<file path="config.mk">
export PLATFORM = sky130hd
export DESIGN_NAME = obstacle_controller
export DESIGN_NICKNAME = d
export VERILOG_FILES = /design/src/rtl/obstacle_controller.sv
export SDC_FILE = /design/constraint.sdc
export NUM_CORES = 1
export LEC_CHECK = 0
export BUFFER_PORTS_ARGS = -buffer_cell sky130_fd_sc_hd__buf_2
export CAP_MARGIN = 5
export CORE_ASPECT_RATIO = 0.9
export CORE_MARGIN = 2
export CORE_UTILIZATION = 46
export CTS_CLUSTER_SIZE = 24
export DETAILED_ROUTE_END_ITERATION = 8
export GPL_TIMING_DRIVEN = 0
export HOLD_SLACK_MARGIN = 0.08
export PLACE_DENSITY = 0.72
export SYNTH_ARGS = -nofsm -noshare
export SYNTH_HDL_FRONTEND = slang
export SYNTH_SLANG_ARGS = --single-unit
</file>
<file path="constraint.sdc">
create_clock -name clk -period 5.8 [get_ports clk]
set_input_delay 0.58 -clock clk [delete_from_list [all_inputs] [get_ports clk]]
set_output_delay 0.58 -clock clk [all_outputs]
set_load 0.01 [all_outputs]
</file>
<file path="src/rtl/obstacle_controller.sv">
// Per-frame motion and collision controller for one 32x32 obstacle sprite.
// Position, score and state advance on the vsync rising edge; start and reset act on any edge.
module obstacle_controller #(
  parameter int unsigned SCREEN_W  = 640,
  parameter int unsigned SPRITE_W  = 32,
  parameter int unsigned Y_MIN     = 96,
  parameter logic [15:0] LFSR_SEED = 16'hACE1
) (
  input  logic       clk,
  input  logic       reset,
  input  logic       vsync,
  input  logic       start,
  input  logic [3:0] speed,
  input  logic       overlap,
  output logic [9:0] sprite_x,
  output logic [9:0] sprite_y,
  output logic       running,
  output logic       game_over,
  output logic       collision,
  output logic [7:0] score
);

  localparam logic [9:0] ParkX = 10'(SCREEN_W);
  localparam logic [9:0] YMin  = 10'(Y_MIN);

  typedef enum logic [1:0] {StIdle, StMove, StHit} state_e;

  state_e      state_q;
  logic        vsync_q;
  logic        hit_seen_q;
  logic [15:0] lfsr_q;

  logic        tick;
  logic        hit_acc;
  logic        launch;
  logic [9:0]  step;
  logic [15:0] lfsr_next;

  // Sprite width only documents the bounds; the motion logic never needs it.
  logic unused_sprite_w;
  assign unused_sprite_w = ^SPRITE_W;

  assign tick      = vsync & ~vsync_q;
  assign hit_acc   = hit_seen_q | overlap;
  assign launch    = start && (state_q != StMove);
  assign step      = (speed == 4'd0) ? 10'd1 : {6'd0, speed};
  assign lfsr_next = {lfsr_q[14:0], lfsr_q[15] ^ lfsr_q[13] ^ lfsr_q[12] ^ lfsr_q[10]};

  always_ff @(posedge clk) begin
    if (reset) begin
      state_q    <= StIdle;
      vsync_q    <= 1'b1;
      hit_seen_q <= 1'b0;
      lfsr_q     <= LFSR_SEED;
      sprite_x   <= ParkX;
      sprite_y   <= YMin;
      score      <= 8'd0;
      running    <= 1'b0;
      game_over  <= 1'b0;
      collision  <= 1'b0;
    end else begin
      vsync_q    <= vsync;
      collision  <= 1'b0;
      // The tick cycle's overlap is folded into hit_acc for the closing frame.
      hit_seen_q <= tick ? 1'b0 : hit_acc;
      if (launch) begin
        state_q    <= StMove;
        running    <= 1'b1;
        game_over  <= 1'b0;
        sprite_x   <= ParkX;
        sprite_y   <= YMin + {2'd0, lfsr_q[7:0]};
        score      <= 8'd0;
        hit_seen_q <= 1'b0;
      end else if (state_q == StMove && tick) begin
        lfsr_q <= lfsr_next;
        if (hit_acc) begin
          state_q   <= StHit;
          running   <= 1'b0;
          game_over <= 1'b1;
          collision <= 1'b1;
        end else if (sprite_x < step) begin
          sprite_x <= ParkX;
          sprite_y <= YMin + {2'd0, lfsr_next[7:0]};
          if (score != 8'd255) begin
            score <= score + 8'd1;
          end
        end else begin
          sprite_x <= sprite_x - step;
        end
      end
    end
  end

endmodule
</file>
==> flow_summary_export.csv <==
group,metric,value,unit
power,pwr_density_cell,236,nW/um2
cts,cts_hold_buf,0,
timing,holdWs,453,ps
timing,finClkSkew,5.66,ps
yosys,synth_top_cell_by_area,"dfxtp_1",
timing,setup_viol,0,
power,power_leakage,1.08,nW
global_route,grt_pass1_wl,8010,um
floorplan,die_height,70.0,um
power,ir_worst_vdd,0.164,mV
timing,final.setup.tns,0,ps
final_layout,antenna_cells,0,
worst_setup_path,path_max_fanout,10,
global_route,grt_usage,18.2,%
yosys,ys_ff_latch,48,
timing,finalHoldViolCount,0,
place,io_buffers,38,
yosys,synth.avg_cell_area,8.62,um2
global_route,grt_overflow,0,
floorplan,fp.dieW,77.3,um
yosys,synth.distinct_cells,47,
timing,min_period_over_period,45.6,%
cts,cts_root_buf,"clkbuf_8",
global_route,antenna_found_initial,0,
place,place_inst,358,
routing,vias,1947,
floorplan,start_util,48.9,%
place,hpwl,3490,um
yosys,synth_flop_cell,"dfxtp_1",
worst_setup_path,path_class,"primary input to flop",
power,power,0.000611,W
cts,clk_latency,300,ps
yosys,synth-edff-count,0,
floorplan,row_count,23,
floorplan,die_area,5410,um2
routing,drtIter0Drc,96,
place,place_congestion,0.869,
yosys,synthArstFlopShare,0,%
yosys,synth_xor_area_share,4.33,%
routing,routed_via_density,5.32,
final_layout,drive_above_1_share,20.1,%
cts,cts_sinks,48,
timing,slew_viol_final,0,
routing,routed_wl,4740,um
final_layout,stdcell_count,366,
floorplan,core,4550,um2
yosys,syn-instance-count,258,
cts,clkSlewWorstSetupHoldPaths,90,ps
final_layout,fin_nets,319,
yosys,yosysWarningCount,0,
timing,maxSlewHeadroom,64.6,%
routing,antenna_left,0,
global_route,grt_max_degree,16,
final_layout,finish.instance_area,2590,um2
cts,cts_made_buffers,5,
yosys,synth_top_family_by_area,"simple AND/OR/NAND/NOR gates",
timing,rsz0062_at_grt,"false",
routing,wire_per_inst,12.9,um
yosys,synth_nets,274,
cts,ctsResizeCount,0,
worst_setup_path,cp-end-kind,"flop",
hold_path,hp-class,"flop to flop",
yosys,synth.area.mux_share,3.60,%
job,max-cap-violations,0,
yosys,synth_compound_area_share,14.2,%
cts,post_cts_buffers,0,
yosys,yosys-top-cells-count,"dfxtp_1 (48), nand2_1 (40), nor2_1 (25), a21oi_1 (22), nand3_1 (10)",
worst_setup_path,cp.arrival,2820,ps
yosys,yosysMostFrequentCell,"dfxtp_1",
cts,cts_max_level,2,
global_route,grt_pass1_vias,1749,
yosys,synth_area_leaders,"dfxtp_1 (43%), nand2_1 (6.8%), a21oi_1 (5.0%)",
timing,tightestPinTransition,531,ps
place,placed_area,2490,um2
timing,max_freq,378,MHz
yosys,synth_top_cell_area_share,43.2,%
routing,post-route-drc-count,0,
timing,period_needed,2640,ps
worst_setup_path,cp.required,5970,ps
cts,cts_tree,"built",
floorplan,io_pins,40,
routing,dr.pass1.iters,4,
worst_setup_path,critPathLaunchType,"primary input",
outcome,status,"finished, final reports clean",
cts,clockBufferDepth,2,
yosys,synthAdderAreaFrac,4.28,%
yosys,synth_simple_gate_area_share,26.2,%
yosys,ys_seq_area_share,43.2,%
yosys,synth_area,2220,um2
final_layout,syn_to_final_growth,16.4,%
==> power by group <==
| group | total, W | switching (W) | internal (W) |
|---|---|---|---|
| combinational | 0.0000594 | 0.0000357 | 0.0000237 |
| clock | 0.000207 | 0.000111 | 0.0000965 |
| sequential | 0.000344 | 0.00000573 | 0.000339 |
==> registers in the layout, summed over array words and instances (netlist names) <==
name	flops
hit_seen_q	1
sprite_y	9
state_q	2
sprite_x	10
lfsr_q	16
collision	1
vsync_q	1
score	8
==> layer usage <==
layer | up-vias | routed length [um] | track usage (%)
li1 | 1004 | - | -
met1 | 894 | 2370 | 25.3
met2 | 42 | 2120 | 27.8
met3 | 7 | 192 | 4.39
met4 | 0 | 53 | 5.75
met5 | - | 0 | 0
==> cells by family (layout without fill, tap and decap cells) <==
group           after synthesis  in the layout
simple gates                112            112
compound gates               51             51
flops                        48             48
buf+inv                      20             66
xor+xnor                     11             11
mux                           8              8
fa+ha+maj                     7              7
other cells                   1              1
==> final timing paths <==
kind,startpoint,end,slack [ps],cells past startpoint
min,sprite_y[8]$_SDFFE_PP0P_,sprite_y[8]$_SDFFE_PP0P_,450,2
max,speed[1],score[6]$_SDFFE_PP0P_,3160,12
max reg2reg,sprite_x[0]$_SDFFE_PP0P_,score[6]$_SDFFE_PP0P_,3440,10
min reg2reg,sprite_y[8]$_SDFFE_PP0P_,sprite_y[8]$_SDFFE_PP0P_,450,2
==> area by class of cell <==
cell class | instances | area, um2
timing repair buffer | 38 | 190
tap | 62 | 77.6
fill | 443 | 1960
clock inverter | 2 | 15.0
sequential | 48 | 961
clock buffer | 6 | 82.6
inverter | 8 | 30.0
buffer | 12 | 58.8
multi-input combinational | 190 | 1170
==> through the flow <==
step	utilization (%)	setup WS [ps]
global placement	54.8	2920
finish	56.9	3160
floorplan	-	3220
global route	56.9	3000
detailed placement	54.8	2820
CTS	56.9	3140
==> cells in the final DEF, fill, tap and decap left out, types with 2 or more instances in the layout <==
cell type,count
clkinvlp_4,2
clkbuf_8,6
nand4_1,4
o31ai_1,2
buf_2,40
mux2i_1,8
or3_1,2
nor2_1,25
nor4_1,2
xor2_1,3
buf_1,2
or2_2,2
nor3_1,7
nand2b_1,3
nand2_1,40
o211ai_1,3
dfxtp_1,48
nor2b_1,2
a21oi_1,22
ha_1,6
a211oi_1,5
and4_1,3
a22oi_1,3
clkbuf_1,6
or4_1,2
nand3_1,10
nor4_2,3
xnor2_1,8
o21ai_0,6
a31oi_1,3
inv_1,8
==> critical path: stages <==
cell,delay [ps]
buf_2,90
inv_1,120
a31o_2,170
ha_1,180
inv_1,60
fa_1,390
nand3_1,140
nand4_1,280
buf_2,300
nor4_2,310
xnor2_1,150
nor2_1,50
Power figures use the tool's default switching activity.
